## config.mk

```make
export PLATFORM = sky130hd
export DESIGN_NAME = fir_regfile_reader
export DESIGN_NICKNAME = d
export VERILOG_FILES = /design/src/rtl/fir_regfile_reader.sv
export SDC_FILE = /design/constraint.sdc
export NUM_CORES = 1
export LEC_CHECK = 0
export ABC_AREA = 1
export CAP_MARGIN = 20
export CORE_ASPECT_RATIO = 1.1
export CORE_MARGIN = 2
export CORE_UTILIZATION = 56
export CTS_CLUSTER_DIAMETER = 60
export DETAILED_ROUTE_END_ITERATION = 10
export HOLD_SLACK_MARGIN = 0.03
export PLACE_DENSITY_LB_ADDON = 0.08
export SETUP_SLACK_MARGIN = 0.5
export SYNTH_ARGS = -nofsm -noshare
export SYNTH_HDL_FRONTEND = slang
export SYNTH_SLANG_ARGS = --single-unit
```

## constraint.sdc

```tcl
create_clock -name clk2 -period 2.1 [get_ports clk2]
set_input_delay 0.21 -clock clk2 [delete_from_list [all_inputs] [get_ports clk2]]
set_output_delay 0.21 -clock clk2 [all_outputs]
set_load 0.05 [all_outputs]
```

## src/rtl/fir_regfile_reader.sv

```systemverilog
//------------------------------------------------------------------------------
// fir_regfile_reader
//
// Read-side sequencer for the FIR coefficient/sample register file. A start
// command launches a burst of reads on the regfile's registered read port.
// The module absorbs the one-cycle read latency and forwards the returned
// words, unmodified, as a valid/ready stream to the FIR MAC datapath.
// Addresses walk either up or down and wrap circularly at DEPTH, so the
// sample history can be read newest-to-oldest.
//
// Ports:
//   clk2       in   clock, all logic on the rising edge
//   rst        in   synchronous reset, active high
//   start      in   burst request pulse, only looked at while idle
//   base_addr  in   first address of the burst
//   count      in   words to read (0 legal, clipped to DEPTH)
//   dir        in   0 = ascending, 1 = descending addresses
//   busy       out  burst in progress
//   done       out  one-cycle pulse at burst completion
//   rf_ren     out  regfile read enable (registered)
//   rf_raddr   out  regfile read address (registered)
//   rf_dout    in   regfile read data, valid one cycle after rf_ren
//   m_valid    out  output stream valid
//   m_ready    in   output stream ready
//   m_data     out  output word
//   m_last     out  final word of the burst
//------------------------------------------------------------------------------
module fir_regfile_reader #(
    parameter int DEPTH     = 64,
    parameter int WIDTH     = 16,
    parameter int ADDR_W    = 6,
    parameter int CNT_W     = 7,
    parameter int BUF_DEPTH = 4
) (
    input  logic                     clk2,
    input  logic                     rst,
    input  logic                     start,
    input  logic [ADDR_W-1:0]        base_addr,
    input  logic [CNT_W-1:0]         count,
    input  logic                     dir,
    output logic                     busy,
    output logic                     done,
    output logic                     rf_ren,
    output logic [ADDR_W-1:0]        rf_raddr,
    input  logic signed [WIDTH-1:0]  rf_dout,
    output logic                     m_valid,
    input  logic                     m_ready,
    output logic signed [WIDTH-1:0]  m_data,
    output logic                     m_last
);

    localparam int PTR_W = $clog2(BUF_DEPTH);
    localparam int OCC_W = $clog2(BUF_DEPTH + 1);
    localparam int SUM_W = OCC_W + 1;

    localparam logic [CNT_W-1:0]  DEPTH_C  = CNT_W'(DEPTH);
    localparam logic [ADDR_W-1:0] ADDR_MAX = ADDR_W'(DEPTH - 1);
    localparam logic [PTR_W-1:0]  PTR_MAX  = PTR_W'(BUF_DEPTH - 1);

    localparam logic [1:0] S_IDLE  = 2'd0;
    localparam logic [1:0] S_RUN   = 2'd1;
    localparam logic [1:0] S_DRAIN = 2'd2;

    // Control state
    logic [1:0]        state_q, state_d;
    logic [ADDR_W-1:0] addr_q, addr_d;
    logic              dir_q, dir_d;
    logic [CNT_W-1:0]  remaining_q, remaining_d;
    logic              busy_q, busy_d;
    logic              done_q, done_d;
    logic              fin_q, fin_d;        // last word handed off; done follows
    // Read pipeline: issue -> regfile -> capture
    logic              rf_ren_q, rf_ren_d;
    logic [ADDR_W-1:0] rf_raddr_q, rf_raddr_d;
    logic              ren_last_q, ren_last_d;
    logic              cap_vld_q, cap_vld_d;
    logic              cap_last_q, cap_last_d;
    // Output buffer
    logic signed [WIDTH-1:0] buf_data_q [BUF_DEPTH];
    logic signed [WIDTH-1:0] buf_data_d [BUF_DEPTH];
    logic [BUF_DEPTH-1:0]    buf_last_q, buf_last_d;
    logic [PTR_W-1:0]        wr_ptr_q, wr_ptr_d;
    logic [PTR_W-1:0]        rd_ptr_q, rd_ptr_d;
    logic [OCC_W-1:0]        occ_q, occ_d;

    logic [CNT_W-1:0] eff_cnt;
    logic [1:0]       outstanding;
    logic [SUM_W-1:0] fill;
    logic             room;
    logic             push;
    logic             pop;
    logic             head_last;

    // Explicit compares keep the wrap correct for non-power-of-2 DEPTH.
    function automatic logic [ADDR_W-1:0] next_addr(input logic [ADDR_W-1:0] a,
                                                    input logic            down);
        if (down) return (a == '0) ? ADDR_MAX : a - ADDR_W'(1);
        else      return (a == ADDR_MAX) ? '0 : a + ADDR_W'(1);
    endfunction

    function automatic logic [PTR_W-1:0] ptr_inc(input logic [PTR_W-1:0] p);
        return (p == PTR_MAX) ? '0 : p + PTR_W'(1);
    endfunction

    assign eff_cnt     = (count > DEPTH_C) ? DEPTH_C : count;
    // Reads in flight: one at the regfile, one waiting to be captured.
    assign outstanding = {1'b0, rf_ren_q} + {1'b0, cap_vld_q};
    // Reserving buffer space for in-flight reads is what rules out overflow.
    assign fill        = SUM_W'(occ_q) + SUM_W'(outstanding);
    assign room        = fill < SUM_W'(BUF_DEPTH);
    assign push        = cap_vld_q;
    assign pop         = m_valid && m_ready;
    assign head_last   = buf_last_q[rd_ptr_q];

    always_comb begin
        // NOTE: every _d is given its hold value first, so no path through
        // this block leaves a signal unassigned and no latch is inferred.
        state_d     = state_q;
        addr_d      = addr_q;
        dir_d       = dir_q;
        remaining_d = remaining_q;
        busy_d      = busy_q;
        done_d      = fin_q;
        fin_d       = 1'b0;
        rf_ren_d    = 1'b0;
        rf_raddr_d  = rf_raddr_q;
        ren_last_d  = 1'b0;
        cap_vld_d   = rf_ren_q;
        cap_last_d  = ren_last_q;
        buf_data_d  = buf_data_q;
        buf_last_d  = buf_last_q;
        wr_ptr_d    = wr_ptr_q;
        rd_ptr_d    = rd_ptr_q;
        occ_d       = occ_q;

        if (fin_q) begin
            busy_d = 1'b0;
        end

        case (state_q)
            S_IDLE: begin
                // fin_q blocks a new burst in the single cycle between the
                // last handshake and the done pulse.
                if (start && !fin_q) begin
                    if (eff_cnt == '0) begin
                        done_d = 1'b1;
                    end else begin
                        // The buffer is empty here, so the first read goes
                        // out immediately.
                        rf_ren_d    = 1'b1;
                        rf_raddr_d  = base_addr;
                        ren_last_d  = (eff_cnt == CNT_W'(1));
                        addr_d      = next_addr(base_addr, dir);
                        dir_d       = dir;
                        remaining_d = eff_cnt - CNT_W'(1);
                        busy_d      = 1'b1;
                        state_d     = (eff_cnt == CNT_W'(1)) ? S_DRAIN : S_RUN;
                    end
                end
            end
            S_RUN: begin
                if (remaining_q == '0) begin
                    state_d = S_DRAIN;
                end else if (room) begin
                    rf_ren_d    = 1'b1;
                    rf_raddr_d  = addr_q;
                    ren_last_d  = (remaining_q == CNT_W'(1));
                    addr_d      = next_addr(addr_q, dir_q);
                    remaining_d = remaining_q - CNT_W'(1);
                    if (remaining_q == CNT_W'(1)) begin
                        state_d = S_DRAIN;
                    end
                end
            end
            S_DRAIN: begin
                if (pop && head_last) begin
                    state_d = S_IDLE;
                    fin_d   = 1'b1;
                end
            end
            default: begin
                state_d = S_IDLE;
            end
        endcase

        // Data returned by the regfile lands in the buffer in issue order.
        if (push) begin
            buf_data_d[wr_ptr_q] = rf_dout;
            buf_last_d[wr_ptr_q] = cap_last_q;
            wr_ptr_d             = ptr_inc(wr_ptr_q);
        end
        if (pop) begin
            rd_ptr_d = ptr_inc(rd_ptr_q);
        end
        if (push && !pop) begin
            occ_d = occ_q + OCC_W'(1);
        end else if (!push && pop) begin
            occ_d = occ_q - OCC_W'(1);
        end
    end

    // NOTE: sequential state is updated only with non-blocking assignments so
    // every flop samples the values from before the edge.
    always_ff @(posedge clk2) begin
        if (rst) begin
            state_q     <= S_IDLE;
            addr_q      <= '0;
            dir_q       <= 1'b0;
            remaining_q <= '0;
            busy_q      <= 1'b0;
            done_q      <= 1'b0;
            fin_q       <= 1'b0;
            rf_ren_q    <= 1'b0;
            rf_raddr_q  <= '0;
            ren_last_q  <= 1'b0;
            cap_vld_q   <= 1'b0;
            cap_last_q  <= 1'b0;
            // NOTE: the buffer is only a few words, so it is cleared on reset;
            // this is what makes m_data read 0 straight after reset.
            for (int i = 0; i < BUF_DEPTH; i++) begin
                buf_data_q[i] <= '0;
            end
            buf_last_q  <= '0;
            wr_ptr_q    <= '0;
            rd_ptr_q    <= '0;
            occ_q       <= '0;
        end else begin
            state_q     <= state_d;
            addr_q      <= addr_d;
            dir_q       <= dir_d;
            remaining_q <= remaining_d;
            busy_q      <= busy_d;
            done_q      <= done_d;
            fin_q       <= fin_d;
            rf_ren_q    <= rf_ren_d;
            rf_raddr_q  <= rf_raddr_d;
            ren_last_q  <= ren_last_d;
            cap_vld_q   <= cap_vld_d;
            cap_last_q  <= cap_last_d;
            buf_data_q  <= buf_data_d;
            buf_last_q  <= buf_last_d;
            wr_ptr_q    <= wr_ptr_d;
            rd_ptr_q    <= rd_ptr_d;
            occ_q       <= occ_d;
        end
    end

    assign busy     = busy_q;
    assign done     = done_q;
    assign rf_ren   = rf_ren_q;
    assign rf_raddr = rf_raddr_q;
    assign m_valid  = (occ_q != '0);
    assign m_data   = buf_data_q[rd_ptr_q];
    // Gated so a stale flag in an empty slot never shows.
    assign m_last   = m_valid && head_last;

endmodule

```

Yosys cells after proc, flatten, opt, wreduce, memory -nomap -nowiden --
Index checks and enable logic that the tools add are counted.
Storage, ports and cells: flip-flop bits (word level) 104, input port bits 34, output and inout port bits 27, logic and storage cells 145
Operators by class: equality and inequality tests 15, reduce and logical (&&, ||, !) cells 23, $add $sub $neg 12, order comparisons 8, bitwise gates (word level) 4, multiplexer cells 63
Operator list (number):
- $mux W6 | 14
- $bwmux W64 | 1
- $mux W16 | 3
- $mux W7 | 5
- $bmux W16 S2 | 1
- $demux W16 S2 | 1
- $pmux W6 S2 | 2
- $mux W1 | 18
- $mux W2 | 9
- $eq A7 B1 Y1 const B | 2
- $logic_not A7 Y1 | 2
- $pmux W7 S2 | 1
- $sub A7 B1 Y7 const B | 2
- $add A6 B1 Y6 const B | 2
- $eq A6 B6 Y1 const B | 2
- $logic_not A6 Y1 | 2
- $sub A6 B1 Y6 const B | 2
- $ne A2 B2 Y1 const B | 5
- $reduce_and A5 Y1 | 2
- $logic_and A1 B1 Y1 | 8
- $gt A7 B7 Y1 const B | 1
- $eq A2 B2 Y1 const B | 3
- $ge A3 B3 Y1 const B | 2
- $lt A2 B3 Y1 const B | 2
- 24 further kinds | 33

Depth between registers and ports, before layout --
depth after elaboration 7, gate-level depth with buffers 13, mapped depth without buffers 12

Least setup slack after synthesis --
Ideal clock, no wire load.
path type reg-to-reg, from register occ_q[0], to register occ_q[2], period minus slack after synthesis 1898 ps, data required time 1978 ps, buffers on the path 0, arrival 1776 ps, setup time 122 ps, stages on the path, launching flop included 11, setup slack 202 ps, path through dfxtp_1 -> nor3_1 -> nor2_1 -> inv_1 -> ha_1 -> inv_1 -> fa_1 -> a21oi_1 -> o21ai_0 -> o21ai_0 -> a21oi_1
Between the ends: cells in the longest elaborated chain, start to end 5, elaborated cells on any way between the ends 10, those cells by class add/sub (2); mux (2); reduce/logical (6)
Ends and longest elaborated chain:
- start, declared | RTL line 84 | logic [OCC_W-1:0] occ_q, occ_d;
- start signal, assigned | RTL line 226 | occ_q <= '0;
- start signal, assigned | RTL line 244 | occ_q <= occ_d;
- branches (longest 5 deep; another with $sub A3 B1 Y3)
Several ways; the timed one is not identified. The select of a mux whose other input is x is not followed. A chain may end at the register's enable or synchronous reset.

Worst setup path in the final report --
Ends and elaborated chain as after synthesis.

==> impl_metrics.tcl <==
set metrics [dict create \
    worstPathMaxFanout 4 \
    synth_nets 824 \
    cts_tree "built" \
    clockBufferDepth 2 \
    worstMarginPinSlew_ns 0.4886 \
    max_slew_margin 0.6708 \
    grt_pass1_wl_microns 23850 \
    fp.coreArea_sq_um 9259 \
    place_inst 940 \
    hold_violations 0 \
    grt_start_max_net_pins 45 \
    r2r-end "occ_q[2]" \
    layout_min_cycle_time_ns 1.806 \
    path_cells "nor3_4 -> nor2_2 -> inv_2 -> ha_4 -> inv_2 -> fa_2 -> a21oi_2 -> o21ai_2 -> o21ai_1 -> a21oi_1" \
    critical_path_depth 10 \
    final_common_cell "nor2_1" \
    setup_viol 0 \
    num_io_pins 61 \
    critPathMostFrequentCell "inv_2" \
    drt_iter0_drc 259 \
    finalCritPeriodShare 0.8601 \
    critPathKind "register to register" \
    synth_top_family_by_area "simple AND/OR/NAND/NOR gates" \
    multi_input_area_sq_um 3224 \
    crit_buf_inv 2 \
    gp_congestion 0.8585 \
    nets 914 \
    whs_path_depth 2 \
    drt-vias-per-instance 5.600 \
    met2_length_microns 7914 \
    min_from "cap_last_d" \
    ys_types 34 \
    crit_family "adder cells" \
    crit_slowest_cell "dfxtp_4" \
    dr_total_vias 5510 \
    clock_latency_ns 0.37 \
    wirelength_microns 15030 \
    grt_overflow_total 0 \
    htree_levels 3 \
    reg2reg_from "occ_q[0]" \
    holdCritPathClass "register to register" \
    grt_pass1_vias 5216 \
    routedWlPerCell_microns 15.27 \
    powerDensity_nw_per_um2 1318 \
    cp.arrival_ns 2.06 \
    outcome "finished, final reports clean" \
    clk_pin_slew_ns 0.09 \
    drcViolationCount 0 \
    final-max-slew-violation-count 0 \
    ir_worst_vdd_uv 941.0 \
    fin_cells 984 \
    port_buffers 60 \
    std_cell_rows 37 \
    rsz0062_at_grt "true" \
    num-fill-cells 704 \
    syn_avg_cell_area_sq_um 6.790 \
    cts_sinks 104 \
    required_ns 2.35 \
    wl_met3_microns 738 \
    most-common-layout-cells "nor2_1 (191), o21ai_0 (108), dfxtp_1 (98), nand2_1 (83)" \
    final_antenna_net_count 0 \
    diodes 0 \
    worst_slack_ns 0.2938 \
    die_w_microns 96.31 \
    antenna_found_initial 0 \
    max_cap_viol_count 0 \
    synth_seq_area_share 0.3967 \
    yosysWarnings 0 \
    worstHoldEndpoint "cap_last_q" \
    synth_area_sq_um 5249 \
    m1WireLength_microns 6034 \
    start_kind "register" \
    synth-main-ff-cell "dfxtp_1" \
    r2r_cells 10 \
    muxShareOfSynthArea 0 \
    power_leakage_nw 2.886 \
    grt_usage 0.2956 \
    die_area_sq_um 10160 \
    yosys.area_share.simple 0.2746 \
    synth-compound-area-share 0.2024 \
    syn2layout_area_growth_pct 34.92 \
    rrSetupSlack_ns 0.29 \
    timing.fmax_ghz 0.5537 \
    synthCells 773 \
    clockRootBuffer "clkbuf_8" \
    place_hpwl_microns 9148 \
    cp-end-kind "register" \
    drtPass1Iterations 5 \
    start_util 0.5669 \
    cts_made_buffers 9 \
    drive_gt1_frac 0.2122 \
    synth-edff-count 0 \
    synthAdderAreaFrac 0.04195 \
    regArea_sq_um 2100 \
    ys_seq_elements 104 \
    dp_slack_ns -0.007179 \
    top_layer "met4" \
    cpPeakStageDelay_ns 0.38 \
    post_synth_xor_area_fraction 0.01335 \
    die_h_microns 105.5 \
    skew_ns 0.01206 \
    postSynth.asyncResetShare 0 \
]
==> sequential cells by signal, summed over array words and instances, names as in the netlist, 2 cells and up <==
name / flops
rf_raddr: 6
remaining_q: 7
addr_q: 6
rd_ptr_q: 2
state_q: 2
buf_last_q: 4
wr_ptr_q: 2
occ_q: 3
buf_data_q: 64
==> synth_stat cells (all sizes together), types with 2 or more instances <==
| library cell | number | area, sq um |
|---|---|---|
| nor2 | 212 | 829.6 |
| o21ai | 148 | 755.7 |
| dfxtp | 104 | 2082 |
| nand2 | 91 | 354.1 |
| inv | 51 | 193.9 |
| a21oi | 37 | 185.2 |
| nand3 | 29 | 150.1 |
| clkbuf | 24 | 90.09 |
| ha | 16 | 200.2 |
| o22ai | 16 | 100.1 |
| buf | 13 | 77.57 |
| nand4 | 6 | 37.54 |
| nor3 | 6 | 35.03 |
| xor2 | 6 | 52.55 |
| clkinv | 3 | 11.26 |
| nand3b | 3 | 22.52 |
| o211ai | 2 | 15.01 |
| xnor2 | 2 | 17.52 |
==> worst max-delay path by stage <==
stage	start	endpoint	slack, ns
2_1_floorplan	occ_q[2]	occ_q[2]	0.31
3_3_place_gp	count[0]	addr_q[5]	0.07
3_5_place_dp	count[0]	rf_raddr[2]	-0.007
4_1_cts	rd_ptr_q[0]	m_data[14]	0.32
5_1_grt	occ_q[0]	occ_q[2]	0.19
6_report	occ_q[0]	occ_q[2]	0.29
==> tightest hold or removal path: stages (launching register included) <==
cell and delay [ns]:
dfxtp_1 0.31, inv_1 0.04, nor2_1 0.03
==> metal layers <==
layer / vias to the layer above / global-route usage
met1: 2567 / 0.3532
met4: 0 / 0.09256
met5: - / 0
met2: 189 / 0.5332
li1: 2720 / -
met3: 34 / 0.04503
==> layout make-up <==
class | count | share of cell area
multi-input cells | 578 | 0.4553
repair buffers | 114 | 0.1682
repair inverters | 2 | 0.002120
clock inverters | 2 | 0.002120
flip-flops and latches | 104 | 0.2965
well taps | 117 | 0.02067
clock buffers | 13 | 0.02244
inverters | 54 | 0.03269
==> cell families (layout without fill, tap and decap cells) <==
family / after synthesis / after routing
simple gates: 349 / 349
compound gates: 204 / 204
fa+ha+maj: 17 / 17
buf+inv: 91 / 185
xor+xnor: 8 / 8
flops: 104 / 104
==> power breakdown <==
group | internal [mW] | leakage [nW] | total (mW) | switching [mW]
logic | 2.21 | 1.95 | 5.49 | 3.27
registers | 2.32 | 0.849 | 2.70 | 0.377
clock network | 0.492 | 0.0817 | 1.15 | 0.659
total | 5.03 | 2.89 | 9.34 | 4.31
==> metrics by stage <==
| stage | instance area (sq um) | total power [mW] | TNS (ns) | util | hold WS [ns] |
|---|---|---|---|---|---|
| floorplan | 5425 | 5.896 | 0 | - | 0.2871 |
| global placement | 6215 | 6.995 | 0 | 0.6712 | 0.4074 |
| detailed placement | 6215 | 7.087 | -0.01046 | 0.6712 | 0.4113 |
| CTS | 6754 | 8.832 | 0 | 0.7295 | 0.4178 |
| global route | 7082 | 9.935 | 0 | 0.7649 | 0.4347 |
| finish | 7082 | 9.336 | 0 | 0.7649 | 0.4179 |
==> what timing repair did <==
item	in CTS	in global routing
setup buffers	12	11
gates cloned	5	1
hold buffers	0	0
setup endpoints to repair	55	45
resized for setup	97	58
pin swaps	12	13
endpoints found under the hold margin	0	0
No activity file was read; power rests on OpenSTA's default activity.
